### src/rtl/mcs4_bus_monitor.sv
// Passive MCS-4 bus listener: follows the 4004 eight-phase instruction cycle from sync,
// rebuilds {x2, opr, opa, addr} for each cycle and queues it in a first-word-fall-through trace FIFO.
module mcs4_bus_monitor #(
  parameter int FIFO_DEPTH = 8,
  parameter int CNT_W      = 8
) (
  input  logic                          clk,
  input  logic                          rst,
  input  logic                          en,
  input  logic                          sync,
  input  logic [3:0]                    dbus,
  input  logic                          cm_rom,
  input  logic [3:0]                    cm_ram,
  output logic [23:0]                   trace_data,
  output logic                          trace_valid,
  input  logic                          trace_ready,
  output logic [$clog2(FIFO_DEPTH):0]   fifo_level,
  output logic [CNT_W-1:0]              drop_cnt,
  output logic [CNT_W-1:0]              sync_err_cnt
);

  localparam int PTR_W = $clog2(FIFO_DEPTH);
  localparam int LVL_W = PTR_W + 1;

  typedef enum logic [3:0] {
    PH_IDLE,
    PH_A1,
    PH_A2,
    PH_A3,
    PH_M1,
    PH_M2,
    PH_X1,
    PH_X2,
    PH_X3
  } phase_t;

  phase_t            phase;
  phase_t            phase_nxt;
  logic              sync_err;

  logic [11:0]       addr_q;
  logic [3:0]        opr_q;
  logic [3:0]        opa_q;

  logic [23:0]       mem [FIFO_DEPTH];
  logic [PTR_W-1:0]  wr_ptr;
  logic [PTR_W-1:0]  rd_ptr;
  logic [LVL_W-1:0]  level;

  logic              push_req;
  logic              fifo_full;
  logic              push_ok;
  logic              push_drop;
  logic              pop;
  logic [23:0]       record;

  // Command lines are reserved for future bank tagging; folded here so they stay observed but inert.
  logic              unused_cm;
  assign unused_cm = ^{cm_rom, cm_ram};

  always_ff @(posedge clk or posedge rst) begin
    if (rst) begin
      phase <= PH_IDLE;
    end else begin
      phase <= phase_nxt;
    end
  end

  // sync always restarts at A1; it is only legitimate while idle or in X3.
  always_comb begin
    phase_nxt = PH_IDLE;
    sync_err  = 1'b0;
    if (sync) begin
      phase_nxt = PH_A1;
      sync_err  = (phase != PH_IDLE) && (phase != PH_X3);
    end else begin
      case (phase)
        PH_IDLE: phase_nxt = PH_IDLE;
        PH_A1:   phase_nxt = PH_A2;
        PH_A2:   phase_nxt = PH_A3;
        PH_A3:   phase_nxt = PH_M1;
        PH_M1:   phase_nxt = PH_M2;
        PH_M2:   phase_nxt = PH_X1;
        PH_X1:   phase_nxt = PH_X2;
        PH_X2:   phase_nxt = PH_X3;
        PH_X3: begin
          phase_nxt = PH_IDLE;
          sync_err  = 1'b1;
        end
        default: phase_nxt = PH_IDLE;
      endcase
    end
  end

  always_ff @(posedge clk or posedge rst) begin
    if (rst) begin
      addr_q <= '0;
      opr_q  <= '0;
      opa_q  <= '0;
    end else begin
      case (phase)
        PH_A1:   addr_q[3:0]  <= dbus;
        PH_A2:   addr_q[7:4]  <= dbus;
        PH_A3:   addr_q[11:8] <= dbus;
        PH_M1:   opr_q        <= dbus;
        PH_M2:   opa_q        <= dbus;
        default: ;
      endcase
    end
  end

  // The X2 nibble goes straight from the bus into the record, so a cycle aborted by sync in X2 never pushes.
  assign record    = {dbus, opr_q, opa_q, addr_q};
  assign push_req  = (phase == PH_X2) && !sync && en;
  assign fifo_full = (level == LVL_W'(FIFO_DEPTH));
  assign push_ok   = push_req && !fifo_full;
  assign push_drop = push_req && fifo_full;
  assign pop       = trace_valid && trace_ready;

  always_ff @(posedge clk) begin
    if (push_ok) begin
      mem[wr_ptr] <= record;
    end
  end

  always_ff @(posedge clk or posedge rst) begin
    if (rst) begin
      wr_ptr <= '0;
      rd_ptr <= '0;
      level  <= '0;
    end else begin
      if (push_ok) begin
        wr_ptr <= wr_ptr + PTR_W'(1);
      end
      if (pop) begin
        rd_ptr <= rd_ptr + PTR_W'(1);
      end
      case ({push_ok, pop})
        2'b10:   level <= level + LVL_W'(1);
        2'b01:   level <= level - LVL_W'(1);
        default: level <= level;
      endcase
    end
  end

  always_ff @(posedge clk or posedge rst) begin
    if (rst) begin
      drop_cnt     <= '0;
      sync_err_cnt <= '0;
    end else begin
      if (push_drop && (drop_cnt != '1)) begin
        drop_cnt <= drop_cnt + CNT_W'(1);
      end
      if (sync_err && (sync_err_cnt != '1)) begin
        sync_err_cnt <= sync_err_cnt + CNT_W'(1);
      end
    end
  end

  assign trace_valid = (level != '0);
  assign trace_data  = trace_valid ? mem[rd_ptr] : 24'h0;
  assign fifo_level  = level;

endmodule
### config.mk
export PLATFORM = sky130hd
export DESIGN_NAME = mcs4_bus_monitor
export DESIGN_NICKNAME = d
export VERILOG_FILES = /design/src/rtl/mcs4_bus_monitor.sv
export SDC_FILE = /design/constraint.sdc
export NUM_CORES = 1
export LEC_CHECK = 0
export CAP_MARGIN = 20
export CORE_AREA = 2 2 131 133
export DETAILED_ROUTE_END_ITERATION = 10
export DIE_AREA = 0 0 133 135
export PLACE_DENSITY_LB_ADDON = 0.08
export SYNTH_ARGS = -nofsm -noshare
export SYNTH_HDL_FRONTEND = slang
export SYNTH_SLANG_ARGS = --single-unit
### constraint.sdc
create_clock -name clk -period 5.6 [get_ports clk]
set_input_delay 0.56 -clock clk [delete_from_list [all_inputs] [get_ports clk]]
set_output_delay 0.56 -clock clk [all_outputs]
set_load 0.02 [all_outputs]
==> impl_metrics.tcl, run 1 <==
set metrics [dict create \
    crit_type "reg2out" \
    seq_area_um2 7020 \
    ys_ff_latch 242 \
    grt_pass1_wl_mm 27.3 \
    antenna-diode-count 0 \
    r2r_setup_slack_ps 2700 \
    combinationalPowerShare 0.285 \
    setup_viol 0 \
    reg2reg_depth 10 \
    core_um2 16400 \
    io_pins 59 \
    worstReg2RegStart "phase[3]$_DFF_PP0_" \
    yosys.area_share.xor_xnor 0.0201 \
    post_cts_resized 0 \
    switching_share 0.296 \
    routedWlPerCell_um 21.9 \
    clock_skew_ps 6.85 \
    max-cap-violations 0 \
    netlist.area_leader.share 0.600 \
    p_sw_mw 1.68 \
    htreeDepth 1 \
    antenna_found_initial 0 \
    synth_top_family_by_area "multiplexers" \
    viasPerCell 5.82 \
    vias 4702 \
    synth_warnings 0 \
    tightest_slew_ps 982 \
    cts_tree "done" \
    multi_input_area_um2 2530 \
    first_global_vias 4865 \
    die_width_um 133 \
    die_h_um 135 \
    synth_cell_types 40 \
    critPathLaunchType "flip-flop" \
    synth-compound-area-share 0.00456 \
    end_kind "primary output" \
    min_path_cells 1 \
    rows 47 \
    reg2reg_to "fifo_level[2]$_DFFE_PP0P_" \
    io_buffers 53 \
    finalMaxSlewViolations 0 \
    critical_path.max_fanout 30 \
    first_iter_violations 416 \
    mostFrequentLayoutCells "edfxtp_1, clkdlybuf4s50_1, mux4_2, dfrtp_1, nor2_1" \
    vdd_drop_max_mv 0.336 \
    layout.nets 591 \
    max_clock_freq_mhz 288 \
    drc 0 \
    nFillCells 1058 \
    yosys.area.top_type "edfxtp_1" \
    place_hpwl_mm 9.70 \
    drt.antenna.violating_nets 0 \
    status "finished clean" \
    min_period_over_period 0.620 \
    period_minus_slack_ps 3470 \
    dieArea_um2 18000 \
    synthAdderAreaFrac 0.00912 \
    drive_above_1_share 0.233 \
    seqPwrFrac 0.445 \
    required_ps 5040 \
    synth_top_flop_cell "edfxtp_1" \
    synth-async-reset-ratio 0.207 \
    hold_ws_ps 506 \
    min_from "sync_err_cnt[5]$_DFFE_PP0P_" \
    hold_buffers 0 \
    clkPwrFrac 0.270 \
    clkTransAtPathRegs_ps 60 \
    synth_area_um2 9610 \
    clock-root-buffer "clkbuf_16" \
    overflow 0 \
    syn_inst 496 \
    p_per_area_nw_per_um2 504 \
    synth_nets 517 \
    postPlaceCellArea_um2 10500 \
    relSlewSlack 0.341 \
    hold_viol 0 \
    rsz0062_at_grt "no" \
    synth_simple_gate_area_frac 0.0576 \
    cts_setup_buffers 0 \
    gp_congestion 0.715 \
    numClockSinks 242 \
    internal_power_mw 4.00 \
    hold_end "sync_err_cnt[5]$_DFFE_PP0P_" \
    groute.usage.overall 0.203 \
    wl_mm 17.7 \
    dr.pass1.iters 4 \
    seq_area_frac_synth 0.730 \
    synth_edf_count 192 \
    final_area_um2 11300 \
    syn_area_per_cell_um2 19.4 \
    start_util 0.585 \
    cts_buffers 24 \
    arrival_ps 2910 \
    clkLatencyLatePin_ps 500 \
    synthToLayoutAreaGrowth_pct 17.2 \
    setup-tns-final_ps 0 \
    final_util 0.686 \
    final_common_cell "edfxtp_1" \
    cts_max_path_buffers 3 \
    grt_max_degree 51 \
    leakagePower_nw 3.89 \
    muxShareOfSynthArea 0.168 \
    synth_area_leaders "edfxtp_1, dfrtp_1, mux4_2" \
    hold_class "reg2reg" \
]
logic make-up (layout without fill, tap and decap cells):
kind of cell / count (synthesis) / count (layout)
fa+ha+maj: 7 / 7
mux: 98 / 98
compound gates: 6 / 6
simple gates: 98 / 98
xor+xnor: 22 / 22
buf+inv: 23 / 115
flops: 242 / 242
cell usage after synthesis (2+ instances only):
| cell type | number |
|---|---|
| mux2i_1 | 25 |
| nand2_1 | 11 |
| dfrtp_1 | 50 |
| inv_1 | 3 |
| and2_1 | 2 |
| buf_2 | 6 |
| clkbuf_1 | 9 |
| xor2_1 | 14 |
| nor3_1 | 15 |
| xnor2_1 | 8 |
| buf_1 | 2 |
| nand2b_1 | 8 |
| and4_1 | 4 |
| ha_1 | 7 |
| mux4_2 | 48 |
| nor4_1 | 4 |
| mux2_2 | 24 |
| nor3_2 | 3 |
| nand3_1 | 6 |
| nand4_1 | 4 |
| nor4b_1 | 3 |
| edfxtp_1 | 192 |
| nor2_1 | 31 |
layout make-up:
cell class,instances,share of cell area
inverter,4,0.00133
timing repair buffer,67,0.0583
multi-input combinational,231,0.225
tap,220,0.0245
sequential,242,0.624
clock buffer,33,0.0583
clock inverter,11,0.00912
metal layers:
layer / vias to the layer above / routed length, um / GRT usage
met1: 2422 / 7340 / 0.279
met3: 40 / 1080 / 0.0300
met2: 125 / 8830 / 0.343
li1: 2115 / - / -
met4: 0 / 430 / 0.0585
met5: - / 0 / 0
critical path: stages, from the launching register on:
cell	delay, ps
dfrtp_4	720
buf_16	290
mux4_2	540
mux2i_1	190
nor2_1	90
clkdlybuf4s50_1	560
power groups by stage:
stage	Clock (mW)	Combinational (mW)	Sequential [mW]
5_1_grt	1.63	1.74	2.57
4_1_cts	1.56	1.55	2.60
2_1_floorplan	0	1.10	2.45
3_5_place_dp	0	1.55	2.63
3_3_place_gp	0	1.52	2.61
6_report	1.54	1.62	2.53
worst max path at each step:
stage,startpoint,to,slack [ps],depth (start not counted)
floorplan,phase[3]$_DFF_PP0_,mem[0][0]$_DFFE_PP_,1410,5
global placement,sync,fifo_level[2]$_DFFE_PP0P_,2200,11
detailed placement,sync,fifo_level[2]$_DFFE_PP0P_,2120,11
CTS,rd_ptr[0]$_DFFE_PP0P_,trace_data[2],1870,4
global route,rd_ptr[0]$_DFFE_PP0P_,trace_data[2],1910,5
finish,rd_ptr[0]$_DFFE_PP0P_,trace_data[2],2130,5
metrics by stage:
stage / worst slack (ps) / total power [mW] / cells
after floorplan: 1410 / 3.55 / 496
after global placement: 2200 / 4.13 / 763
after detailed placement: 2120 / 4.18 / 763
after CTS: 1870 / 5.71 / 807
after global routing: 1910 / 5.94 / 808
final: 2130 / 5.68 / 808
sequential cells by signal (all words and copies together) (netlist names):
signal / count
sync_err_cnt: 8
mem: 192
opr_q: 4
rd_ptr: 3
wr_ptr: 3
drop_cnt: 8
addr_q: 12
fifo_level: 4
opa_q: 4
phase: 4
No activity file was read; power rests on OpenSTA's default activity.
==> inputs of run 2 (changes only) <==
- clock period: 5.6 -> 3.64 ns (I/O delays scaled with it)
==> run 2 against run 1 <==
Net effect:
- highest routed layer unchanged
- critical path depth stayed put
- flip-flop and latch count did not move
- die area unchanged
- clock power rose by 79%
- sequential share of layout area down 1.1 points
==> impl_metrics.tcl, run 2 (same netlist as run 1, synthesis figures left out) <==
set metrics [dict create \
    status "finished clean" \
    hold_viol 0 \
    dr.pass1.iters 4 \
    slowest_delay_ps 760 \
    antenna-diode-count 0 \
    reg2reg_to "fifo_level[2]$_DFFE_PP0P_" \
    hold_buffers 0 \
    vdd_drop_max_mv 0.505 \
    die_width_um 133 \
    tightest_slew_ps 999 \
    final_common_cell "edfxtp_1" \
    min_period_over_period 0.915 \
    largest_register "mem" \
    max-cap-violations 0 \
    post_cts_resized 0 \
    dp_cells 769 \
    clkTransAtPathRegs_ps 60 \
    cts_tree "done" \
    numClockSinks 242 \
    place_hpwl_mm 10.2 \
    rows 47 \
    htreeDepth 1 \
    groute.usage.overall 0.217 \
    gr-usage-met3 0.0338 \
    arrival_ps 2970 \
    use_met2 0.360 \
    routedWlPerCell_um 22.7 \
    io_pins 59 \
    worstReg2RegStart "phase[3]$_DFF_PP0_" \
    io_buffers 53 \
    finalMaxSlewViolations 0 \
    relSlewSlack 0.329 \
    wl_mm 18.5 \
    grt_pass1_wl_mm 29.1 \
    viasPerCell 5.95 \
    crit_chain "buf_4 -> mux4_2 -> mux2i_1 -> nor2_1 -> clkdlybuf4s50_1" \
    synthToLayoutAreaGrowth_pct 19.2 \
    setup-tns-final_ps 0 \
    end_kind "primary output" \
    setup_viol 0 \
    die_h_um 135 \
    drc 0 \
    first_iter_violations 362 \
    worst_path_max_delay_cell "dfrtp_4" \
    nFillCells 1039 \
    largest_reg_flops 192 \
    r2r_setup_slack_ps 1030 \
    clkLatencyLatePin_ps 510 \
    layout.nets 596 \
    leakagePower_nw 3.99 \
    reg2reg_depth 11 \
    core_um2 16400 \
    drt.antenna.violating_nets 0 \
    stdcell_count 813 \
    start_util 0.585 \
    max_clock_freq_mhz 300 \
    p_per_area_nw_per_um2 799 \
    final_util 0.698 \
    critPathLaunchType "flip-flop" \
    cts_setup_buffers 0 \
    crit_type "reg2out" \
    seq_area_um2 7020 \
    cts_buffers 24 \
    required_ps 3280 \
    critical_path.max_fanout 25 \
    drive_above_1_share 0.256 \
    met1_usage 0.309 \
    antenna_found_initial 0 \
    cts_max_path_buffers 3 \
    mostFrequentLayoutCells "edfxtp_1, clkdlybuf4s50_1, mux4_2, dfrtp_1, clkbuf_16" \
    clock_skew_ps 7.45 \
    rsz0062_at_grt "no" \
    vias 4839 \
    gp_congestion 0.738 \
    period_minus_slack_ps 3330 \
    power.total_mw 9.15 \
    hold_class "in2async" \
    first_global_vias 5115 \
    grt_max_degree 34 \
    dieArea_um2 18000 \
    reg_top3 "mem (192), addr_q (12)" \
    multi_input_area_um2 2530 \
    overflow 0 \
    top_usage_layer "met2" \
    clock-root-buffer "clkbuf_16" \
]
[run 2: worst max-delay path by stage]
stage	startpoint	endpoint	depth (start not counted)
2_1_floorplan	phase[3]$_DFF_PP0_	mem[2][0]$_DFFE_PP_	5
5_1_grt	rd_ptr[0]$_DFFE_PP0P_	trace_data[12]	5
6_report	rd_ptr[0]$_DFFE_PP0P_	trace_data[22]	5
4_1_cts	rd_ptr[0]$_DFFE_PP0P_	trace_data[22]	5
3_5_place_dp	sync	fifo_level[2]$_DFFE_PP0P_	12
3_3_place_gp	sync	fifo_level[2]$_DFFE_PP0P_	12
[run 2: per-stage QoR]
| stage | setup WS (ps) | area, um2 | hold slack (ps) |
|---|---|---|---|
| 3_5_place_dp | 724 | 10500 | 490 |
| 6_report | 311 | 11400 | 310 |
| 3_3_place_gp | 756 | 10500 | 476 |
| 2_1_floorplan | 67.6 | 9610 | 431 |
| 5_1_grt | 72.1 | 11400 | 377 |
| 4_1_cts | 216 | 11400 | 331 |
[run 2: area by class of cell]
class | instances | share of cell area
inverters | 4 | 0.00131
repair buffers | 72 | 0.0599
clock inverters | 9 | 0.0113
well taps | 220 | 0.0240
clock buffers | 35 | 0.0689
multi-input cells | 231 | 0.221
flip-flops and latches | 242 | 0.613
[run 2: critical path, delay by kind of cell (launching register included)]
family / cells / cell delay (ps)
buffers and inverters: 2 / 890
DFF: 1 / 760
muxes: 2 / 720
and+or+nand+nor: 1 / 80
[run 2: where the power goes]
| group | switching, mW | leakage, nW | internal [mW] |
|---|---|---|---|
| Sequential | 0.527 | 2.35 | 3.39 |
| Combinational | 1.12 | 1.20 | 1.37 |
| Clock | 1.02 | 0.447 | 1.72 |
[run 2: layer usage]
metal	vias to the layer above	wire length [um]
met5	-	0
li1	2131	-
met4	0	193
met3	18	1470
met1	2535	7590
met2	155	9220
